`src/rtl/game_timer.sv`:
```
// game_timer: whack-a-mole round countdown, one decision per rising clk_1Hz.
// Loads START_VALUE, counts down while running, supports pause/resume,
// saturating bonus insertion, a low-time warning and a one-cycle time_up
// pulse on expiry.
// Optional feature macro: GAME_TIMER_BCD_EN adds bcd_tens/bcd_ones outputs.
// Handshake note: there is no valid/ready traffic here; start_game and pause
// are levels and add_time is sampled on every edge, so each input must be held
// stable across at least one full clk_1Hz period to be seen.
module game_timer #(
    parameter int WIDTH       = 6,
    parameter int START_VALUE = 60,
    parameter int MAX_VALUE   = 60,
    parameter int BONUS       = 5,
    parameter int WARN_THRESH = 10
) (
    input  logic             clk_1Hz,
    input  logic             reset,
    input  logic             start_game,
    input  logic             pause,
    input  logic             add_time,
    output logic [WIDTH-1:0] counter,
    output logic             running,
    output logic             paused,
    output logic             expired,
    output logic             time_up,
    output logic             warning,
    output logic [1:0]       dbg_state_o
`ifdef GAME_TIMER_BCD_EN
    ,
    output logic [3:0]       bcd_tens,
    output logic [3:0]       bcd_ones
`endif
);

    typedef enum logic [1:0] {
        S_IDLE    = 2'd0,
        S_RUN     = 2'd1,
        S_PAUSED  = 2'd2,
        S_EXPIRED = 2'd3
    } state_e;

    localparam logic [WIDTH-1:0] START_W = WIDTH'(START_VALUE);
    localparam logic [WIDTH:0]   MAX_W   = (WIDTH+1)'(MAX_VALUE);
    localparam logic [WIDTH:0]   BONUS_W = (WIDTH+1)'(BONUS);
    localparam logic [WIDTH:0]   WARN_W  = (WIDTH+1)'(WARN_THRESH);
    localparam logic [WIDTH:0]   ONE_W   = (WIDTH+1)'(1);

    state_e           state_q, state_d;
    logic [WIDTH-1:0] counter_q, counter_d;
    logic             time_up_q, time_up_d;
    logic             running_q, paused_q, expired_q;
    logic [WIDTH:0]   sum;   // one extra bit so counter-1+BONUS cannot wrap

    // Next-state and next-counter decision for the coming clk_1Hz edge.
    always_comb begin
        state_d   = state_q;
        counter_d = counter_q;
        time_up_d = 1'b0;
        sum       = {1'b0, counter_q} - ONE_W + (add_time ? BONUS_W : '0);
        unique case (state_q)
            S_IDLE: begin
                counter_d = START_W;
                if (start_game) state_d = S_RUN;   // no decrement on start edge
            end
            S_RUN: begin
                if (!start_game) begin
                    state_d   = S_IDLE;
                    counter_d = START_W;
                end else if (pause) begin
                    state_d = S_PAUSED;            // bonus ignored while pausing
                end else begin
                    // A bonus on the last second yields BONUS, so it rescues the round.
                    if (sum > MAX_W) counter_d = MAX_W[WIDTH-1:0];
                    else             counter_d = sum[WIDTH-1:0];
                    if (sum == '0) begin
                        state_d   = S_EXPIRED;
                        time_up_d = 1'b1;
                    end
                end
            end
            S_PAUSED: begin
                if (!start_game) begin
                    state_d   = S_IDLE;
                    counter_d = START_W;
                end else if (!pause) begin
                    state_d = S_RUN;               // no decrement on resume edge
                end
            end
            S_EXPIRED: begin
                counter_d = '0;
                if (!start_game) begin
                    state_d   = S_IDLE;
                    counter_d = START_W;
                end
            end
            default: begin
                state_d   = S_IDLE;
                counter_d = START_W;
            end
        endcase
    end

    // State, counter and status flags, all registered with async active-low reset.
    always_ff @(posedge clk_1Hz or negedge reset) begin
        if (!reset) begin
            state_q   <= S_IDLE;
            counter_q <= START_W;
            time_up_q <= 1'b0;
            running_q <= 1'b0;
            paused_q  <= 1'b0;
            expired_q <= 1'b0;
        end else begin
            state_q   <= state_d;
            counter_q <= counter_d;
            time_up_q <= time_up_d;
            running_q <= (state_d == S_RUN);
            paused_q  <= (state_d == S_PAUSED);
            expired_q <= (state_d == S_EXPIRED);
        end
    end

    assign counter     = counter_q;
    assign running     = running_q;
    assign paused      = paused_q;
    assign expired     = expired_q;
    assign time_up     = time_up_q;
    assign dbg_state_o = state_q;

    // Low-time warning only while a round is live (RUN or PAUSED).
    always_comb begin
        warning = ((state_q == S_RUN) || (state_q == S_PAUSED)) &&
                  ({1'b0, counter_q} <= WARN_W);
    end

`ifdef GAME_TIMER_BCD_EN
    // Two-digit decimal split for the display; meaningful up to 99.
    always_comb begin
        bcd_tens = 4'(counter_q / WIDTH'(10));
        bcd_ones = 4'(counter_q % WIDTH'(10));
    end
`endif

endmodule

```
`config.mk`:
```
export PLATFORM = sky130hd
export DESIGN_NAME = game_timer
export DESIGN_NICKNAME = d
export VERILOG_FILES = /design/src/rtl/game_timer.sv
export SDC_FILE = /design/constraint.sdc
export NUM_CORES = 1
export LEC_CHECK = 0
export ABC_AREA = 1
export CORE_UTILIZATION = 55
export DETAILED_ROUTE_END_ITERATION = 10
export PLACE_DENSITY_LB_ADDON = 0.15
export SYNTH_ARGS = -nofsm -noshare
export SYNTH_HDL_FRONTEND = slang
export SYNTH_SLANG_ARGS = --single-unit
```
`constraint.sdc`:
```
create_clock -name clk_1Hz -period 3.32 [get_ports clk_1Hz]
set_input_delay 0.332 -clock clk_1Hz [delete_from_list [all_inputs] [get_ports clk_1Hz]]
set_output_delay 0.332 -clock clk_1Hz [all_outputs]
set_load 0.005 [all_outputs]
```
== Word-level counts from Yosys, hierarchy flattened ==
Index checks and enable logic that the tools add are counted.

* Memory bits (writable): 0
* Memories: 0
* Logic and storage cells: 42
* Register bits after elaboration: 12
* Memory bits (read-only): 0
* Output and inout port bits: 13
* Bits of input ports: 5
* Bits in latches: 0

* Bitwise gates (word level): 0
* $lt $le $gt $ge: 2
* Reductions and logical operators: 5
* Muxes and demuxes: 19
* $mul: 0
* Div/mod/pow operators: 0
* $add $sub $neg: 2
* Shifts and indexed selects: 0
* Equality and inequality tests: 8

{| class="wikitable"
|+ Operators with widths
! kind !! count
|-
| $mux 6 || 5
|-
| $pmux 6 s4 || 1
|-
| $mux 2 || 7
|-
| $eq 2x2->1 const B || 4
|-
| $pmux 2 s4 || 1
|-
| $add 7x3->7 || 1
|-
| $gt 7x6->1 const B || 1
|-
| $logic_not 7->1 || 1
|-
| $sub 6x1->7 const B || 1
|-
| $le 6x4->1 const B || 1
|-
| $eq 2x1->1 const B || 2
|-
| $mux 1 || 4
|-
| $mux 3 || 1
|-
| $ne 3x3->1 const B || 1
|-
| $logic_not 2->1 || 1
|-
| $ne 2x2->1 const B || 1
|-
| $reduce_and 2->1 || 1
|-
| $logic_and 1x1->1 || 1
|-
| $logic_or 1x1->1 || 1
|}

== Longest topological paths before layout ==
Gate-level depths: netlist of the first run.

* Depth in word-level cells: 8
* Gate-level depth with buffers: 19
* Depth with buffers taken out: 19

== Least setup slack after synthesis of the first run ==
No wires, ideal clock.

* Path kind: register to register
* Start: register counter_q[2], in the netlist counter[2]
* End: register running_q, in the netlist running
* Data required time: 3.198 ns
* Path buffers: 0
* Slack: 1.085 ns
* Arrival: 2.113 ns
* Setup time: 0.122 ns
* Stages on the path, launching flop included: 15
* Period minus slack after synthesis: 2.235 ns
* Path through: dfstp_2 -> inv_1 -> ha_1 -> fa_1 -> nand3_1 -> a21oi_1 -> nand3_1 -> nor2_2 -> nand2_1 -> nand2_1 -> nand2_1 -> nand2_1 -> nand2_2 -> nand2_2 -> nor2_1

* Word-level cells in the longest chain between the ends: 8

{| class="wikitable"
|+ RTL lines
! element !! line !! text
|-
| start, declared || 49 || <nowiki>logic [WIDTH-1:0] counter_q, counter_d;</nowiki>
|-
| start signal, assigned || 114 || <nowiki>counter_q <= counter_d;</nowiki>
|-
| $sub 6x1->7 || 59 || <nowiki>sum = {1'b0, counter_q} - ONE_W + (add_time ? BONUS_W : '0);</nowiki>
|-
| $add 7x3->7 || 59 ||
|-
| $logic_not 7->1 || 75 || <nowiki>if (sum == '0) begin</nowiki>
|-
| $mux 2 || 75 ||
|-
| $mux 2 || 69 || <nowiki>end else if (pause) begin</nowiki>
|-
| $mux 2 || 66 || <nowiki>if (!start_game) begin</nowiki>
|-
| $pmux 2 s4 || 60 || <nowiki>unique case (state_q)</nowiki>
|-
| named net state_d[1] || 48 || <nowiki>state_e state_q, state_d;</nowiki>
|-
| $eq 2x1->1 || 116 || <nowiki>running_q <= (state_d == S_RUN);</nowiki>
|-
| end signal, assigned || 116 ||
|-
| end, declared || 51 || <nowiki>logic running_q, paused_q, expired_q;</nowiki>
|}

The timed path passes the listed nets, and every way through them passes these cells.
A chain may end at the register's enable or synchronous reset.

== Final worst setup path of the first run ==
* Start: input port add_time
* End: register paused_q, in the netlist paused

* Word-level cells in the longest chain between the ends: 8

{| class="wikitable"
|+ RTL lines
! element !! line !! text
|-
| start, declared || 20 || <nowiki>input logic add_time,</nowiki>
|-
| $mux 3 || 59 ||
|-
| $add 7x3->7 || 59 ||
|-
| $logic_not 7->1 || 75 ||
|-
| $mux 2 || 75 ||
|-
| $mux 2 || 69 ||
|-
| $mux 2 || 66 ||
|-
| $pmux 2 s4 || 60 ||
|-
| named net state_d[0] || 48 ||
|-
| $eq 2x2->1 || 117 || <nowiki>paused_q <= (state_d == S_PAUSED);</nowiki>
|-
| end signal, assigned || 117 ||
|-
| end, declared || 51 ||
|}

The timed path passes the listed nets, and every way through them passes these cells.

==> results of run 1 <==
## synthesized netlist by cell type, drive strengths merged
cell type	n	area, um2
a22oi	4	30.0
ha	12	150
a211oi	1	7.51
inv	28	105
nand4	4	25.0
a21oi	8	40.0
nor2	10	42.5
fa	1	20.0
nand3	11	55.1
o21ai	8	40.0
dfstp	4	105
nand2	32	130
dfrtp	8	200
o22ai	1	6.26
## layout by cell type, fill, tap and decap left out, drive strengths merged
cell type,netlist,layout
nand2,32,32
inv,28,28
clkdlybuf4s50,0,17
ha,12,12
nand3,11,11
nor2,10,10
a21oi,8,8
dfrtp,8,8
o21ai,8,8
nand4,4,4
a22oi,4,4
dfstp,4,4
clkbuf,0,4
a211oi,1,1
o22ai,1,1
fa,1,1
## state kept, by name, summed over array words and instances (netlist names)
| signal | count |
|---|---|
| counter | 6 |
| dbg_state_o | 2 |
| expired | 1 |
| paused | 1 |
| running | 1 |
| time_up | 1 |
## stage by stage
stage / utilization (%) / power (mW) / area, um2 / hold slack, ps / setup WS [ps]
after floorplan: - / 0.759 / 957 / 36.4 / 1080
after global placement: 73.6 / 0.959 / 1150 / 527 / 616
after detailed placement: 73.6 / 0.980 / 1150 / 532 / 535
after CTS: 75.9 / 1.11 / 1180 / 417 / 843
after global routing: 75.9 / 1.23 / 1180 / 435 / 583
final: 75.9 / 1.12 / 1180 / 408 / 803
## report_power, final
| part | switching, mW | internal [mW] | total, mW |
|---|---|---|---|
| combinational | 0.443 | 0.303 | 0.746 |
| sequential | 0.0431 | 0.207 | 0.250 |
| clock | 0.0520 | 0.0667 | 0.119 |
| total | 0.538 | 0.577 | 1.12 |
## cells by family after synthesis
group | synth area share, %
buffers and inverters | 11.0
DFF | 31.9
adders and majority gates | 17.8
and+or+nand+nor | 26.4
AOI/OAI and AO/OA | 12.9
## layer usage
| layer | vias to the layer above | wire [um] | GRT usage [%] |
|---|---|---|---|
| met5 | - | 0 | 0 |
| met4 | 0 | 19 | 6.88 |
| met3 | 4 | 119 | 5.00 |
| met2 | 33 | 1020 | 44.2 |
| met1 | 406 | 963 | 34.4 |
| li1 | 468 | - | - |
## area by class of cell
cell class                      count  area share, %
Inverter                           28           8.88
Multi-Input combinational cell     92           46.2
Clock buffer                        4           3.07
Sequential cell                    12           25.8
Tap cell                           16           1.69
Timing Repair Buffer               17           14.4
## final timing paths
path	startpoint	end
max	add_time	paused
min in group clk_1Hz	counter[2]	counter[2]
min reg2reg	counter[2]	counter[2]
max in group asynchronous	reset	counter[2]
min	reset	dbg_state_o[1]
max reg2reg	counter[2]	paused
## critical path, delay by kind of cell
family                     cells  cell delay, ps
and+or+nand+nor                4             460
AOI/OAI and AO/OA              3             400
adders and majority gates      3             860
buffers and inverters          4             600
==> metrics, run 1 <==
Resize count post-CTS=0; Final Max Slew Viols=0; I/O Pins=18; failing checks=design-rule violations; CTS tree=built; slowest CP cell=fa_1; layout filler cell count=127; status=finished with violations; post-route ant nets=0; CP endpoint kind=register; Nets=around 170; Root Buffer=clkbuf_4; full die area=approximately 0.0019 mm2; Buffers on Ports=17; initial antenna violation count=0; Area Growth Syn to Fin=23.7%; vias in the first global route=863; Post-Place Cells=165; share of layout cells above drive strength 1=a little under a tenth; placer congestion estimate=0.869; Post-Synthesis Cells=about 130; critical path class=primary input to register; setup repair after global routing missed its margin=false; Initial Utilization=approximately three fifths; shortest period the worst path allows=2520 ps; Fmax achieved=397 MHz; largest net degree at the start of global routing=13; non-filler instance count after layout=169; Worst EP required=3480 ps; reg2reg setup slack=between 800 and 900 ps; CTS Buf Count=3; Via Count=911; Sequential cell area=305 um2; yosys warns=0; final period utilization=75.8%; CTS Hold Bufs=0; worst skew pair latency=270 ps; syn nets=150; H-tree Lvls=1; Die W=43.7 um; Max clock buf depth=2; final setup TNS=0 ps; Final Hold Viols=0; Data arrival, critical path=2680 ps; postcts setup bufs=0; Hold Crit Class=primary input to asynchronous set/reset pin; clock net sink count=12; final setup vio count=0; Starting DRT DRC Count=between 40 and 50; DR DRC count=3; grt ovf=0; Slew HR=63.2%; die height=roughly 44 um; Multi-input gate area=547 um2; average size of a mapped cell=7.25 um2; CP max FO=3; first-pass GRT wire length=~3600 um; Global Route Usage Sum=26.2%; vias per inst=5.39; wire per inst=12.5 um; core area=0.00156 mm2; cells along the critical path=clkdlybuf4s50_1 > inv_1 > ha_1 > inv_1 > ha_1 > inv_1 > fa_1 > nand3_1 > a21oi_1 > nand3_1 > nor2_2 > nand4_1 > a21oi_1 > a21oi_1; sequential area share after synthesis=a little under a third; Clock Skews=2.99 ps; maximum VDD drop=~680 uV; final wirelength=2120 um; synthesized area=957 um2; hpwl dp=1660 um; clock slew at reported path FFs=80 ps; Leak=about 0.64 nW; Power per Cell Area=942 mW/mm2; Antenna diodes=0; post-synth cell types=17; # rows=14; Crit path largest cell delay=530 ps; Max Cap Violations=0; R2R depth=10; Detailed Routing Iterations Pass 1=8; number of synthesized register bits=12; startpoint types=primary input; worst slew pin tran=551 ps
No activity file was read; power rests on OpenSTA's default activity.
==> run 2, diff against run 1 <==
--- a/config.mk
+++ b/config.mk
@@ -6,7 +6,7 @@
 export NUM_CORES = 1
 export LEC_CHECK = 0
 export ABC_AREA = 1
-export CORE_UTILIZATION = 55
+export CORE_UTILIZATION = 51
 export DETAILED_ROUTE_END_ITERATION = 10
 export PLACE_DENSITY_LB_ADDON = 0.15
 export SYNTH_ARGS = -nofsm -noshare
==> constraint.sdc (replaced) <==
create_clock -name clk_1Hz -period 2.5 [get_ports clk_1Hz]
set_input_delay 0.25 -clock clk_1Hz [delete_from_list [all_inputs] [get_ports clk_1Hz]]
set_output_delay 0.25 -clock clk_1Hz [all_outputs]
set_load 0.005 [all_outputs]
==> run 2 against run 1 <==
Compared with the run above:
- the run now ends clean
- global-route usage down 3.0 points
- combinational power rose by 49%
- design area increased by 7.8%
- die area up 7.5%
- via count grew 4.6%
- clock skew increased by 6.5 ps
- flip-flop and latch count is the same
- worst hold slack lost 76 ps
- cell count rose by 8.9%
- non-clock buffer count grew 6
- clock power increased by 30%
- critical endpoint is now time_up
==> metrics, run 2 (synthesis gave the netlist of run 1 again) <==
maximum VDD drop=752 uV; clock net sink count=12; Sw Share=47.1%; Max Cap Violations=0; worst slew pin tran=564 ps; largest net degree at the start of global routing=13; final setup TNS=0 ps; vias in the first global route=around 800; Via Count=953; CTS Hold Bufs=0; non-filler instance count after layout=184; FF-to-FF End=time_up; startpoint types=register; full die area=0.00205 mm2; post-route ant nets=0; share of layout cells above drive strength 1=19.5%; clock slew at reported path FFs=80 ps; die height=between 40 and 50 um; Slew HR=~62%; Int Pwr=847 uW; Gate power share=a little over two thirds; first-pass GRT wire length=between 3000 and 4000 um; Final Instance Area=about 0.0013 mm2; Hold Crit Class=primary input to asynchronous set/reset pin; Met2 Routed Length=1130 um; Data arrival, critical path=2600 ps; final setup vio count=0; CTS tree=built; commonest non-fill, non-tap cells in the layout=27 x nand2_1, 25 x inv_1, 16 x clkdlybuf4s50_1; commonest non-fill, non-tap cell in the layout=nand2_1; Final Max Slew Viols=0; DR DRC count=0; hpwl dp=about 1700 um; Max clock buf depth=2; wire per inst=12.0 um; # rows=15; R2R depth=14; Clock Power Share=about 9.7%; Initial Utilization=around 55%; reg2reg setup slack=110 ps; Final Hold Viols=0; CP endpoint kind=register; Root Buffer=clkbuf_4; Area Growth Syn to Fin=33.3%; shortest period the worst path allows=2390 ps; vias per inst=between 5 and 6; worst skew pair latency=around 270 ps; grt ovf=0; Worst EP required=2710 ps; top sig layer=met4; status=completed; final worst slack=109 ps; Buffers on Ports=17; Post-Place Cells=177; I/O Pins=18; Die W=45.3 um; final period utilization=95.7%; Nets=178; Seq pwr share=20.9%; critical path class=register to register; final wirelength=2220 um; Met1 Wirelength=942 um; initial antenna violation count=0; CTS Buf Count=3; core area=~0.0017 mm2; H-tree Lvls=1; Global Route Usage Sum=between 20% and 30%; met3 wire len=between 100 and 150 um; Antenna diodes=0; Power per Cell Area=roughly 1300 mW/mm2; CP max FO=3; max reg flops=6; area post-placement=0.00118 mm2; Sw Pwr=around 750 uW; Leak=about 0.67 nW; Detailed Routing Iterations Pass 1=4; Starting DRT DRC Count=30; Min Hold Slack=332 ps; Fmax achieved=between 400 and 500 MHz; Clock Skews=9.47 ps; placer congestion estimate=0.814; reg-to-reg critical path startpoint=counter[0]; dpl ws=-204 ps
==> run 2: cell count changes in the layout (fill, tap and decap cells not counted), sizes merged <==
cell / previous run / this run
buf: 0 / 6
dlymetal6s2s: 0 / 1
clkdlybuf4s50: 17 / 16
==> run 2: repair_timing <==
action                                  in CTS  in global routing
endpoints found under the setup margin       0                 10
hold endpoints to repair                     0                  0
buffers inserted                             0                  3
gates resized for setup                      0                 12
==> run 2: area by class of cell <==
class | instances | area [um2]
timing repair buffer | 23 | 218
clock buffer | 4 | 36.3
fill | 144 | 469
tap | 25 | 31.3
multi-input combinational | 92 | 581
sequential | 12 | 305
inverter | 28 | 105
==> run 2: stage by stage <==
step,power (mW),utilization [%]
floorplan,1.01,-
global route,1.75,73.1
detailed placement,1.35,67.7
finish,1.60,73.1
global placement,1.33,67.7
CTS,1.52,69.7
==> run 2: worst max-delay path, cell delays in order, from the launching register on <==
cell,delay [ps]
dfrtp_1,360
inv_2,50
ha_2,160
inv_1,50
ha_2,190
inv_2,50
fa_2,540
nand3_1,70
a21oi_1,110
nand3_1,90
nor2_2,140
nand4_1,180
buf_4,190
buf_4,120
inv_1,40
==> run 2: worst max path at each step <==
stage / from / slack (ps) / endpoint / cells past startpoint
finish: counter[0] / 110 / time_up / 14
global route: counter[0] / -50 / running / 14
CTS: counter[2] / 90 / paused / 10
detailed placement: add_time / -200 / paused / 14
global placement: add_time / -150 / paused / 14
floorplan: counter[2] / 260 / running / 14
==> run 2: per-layer routing <==
| metal | vias to the layer above | track usage (%) |
|---|---|---|
| li1 | 484 | - |
| met1 | 429 | 27.9 |
| met2 | 38 | 39.4 |
| met3 | 2 | 6.00 |
| met4 | 0 | 9.09 |
| met5 | - | 0 |
==> run 2: power by group through the flow <==
stage          registers (mW)  clock network (mW)  logic (mW)
2_1_floorplan           0.331                   0       0.678
3_3_place_gp            0.330                   0       0.997
3_5_place_dp            0.334                   0        1.02
4_1_cts                 0.331               0.159        1.03
5_1_grt                 0.343               0.167        1.24
6_report                0.334               0.155        1.11
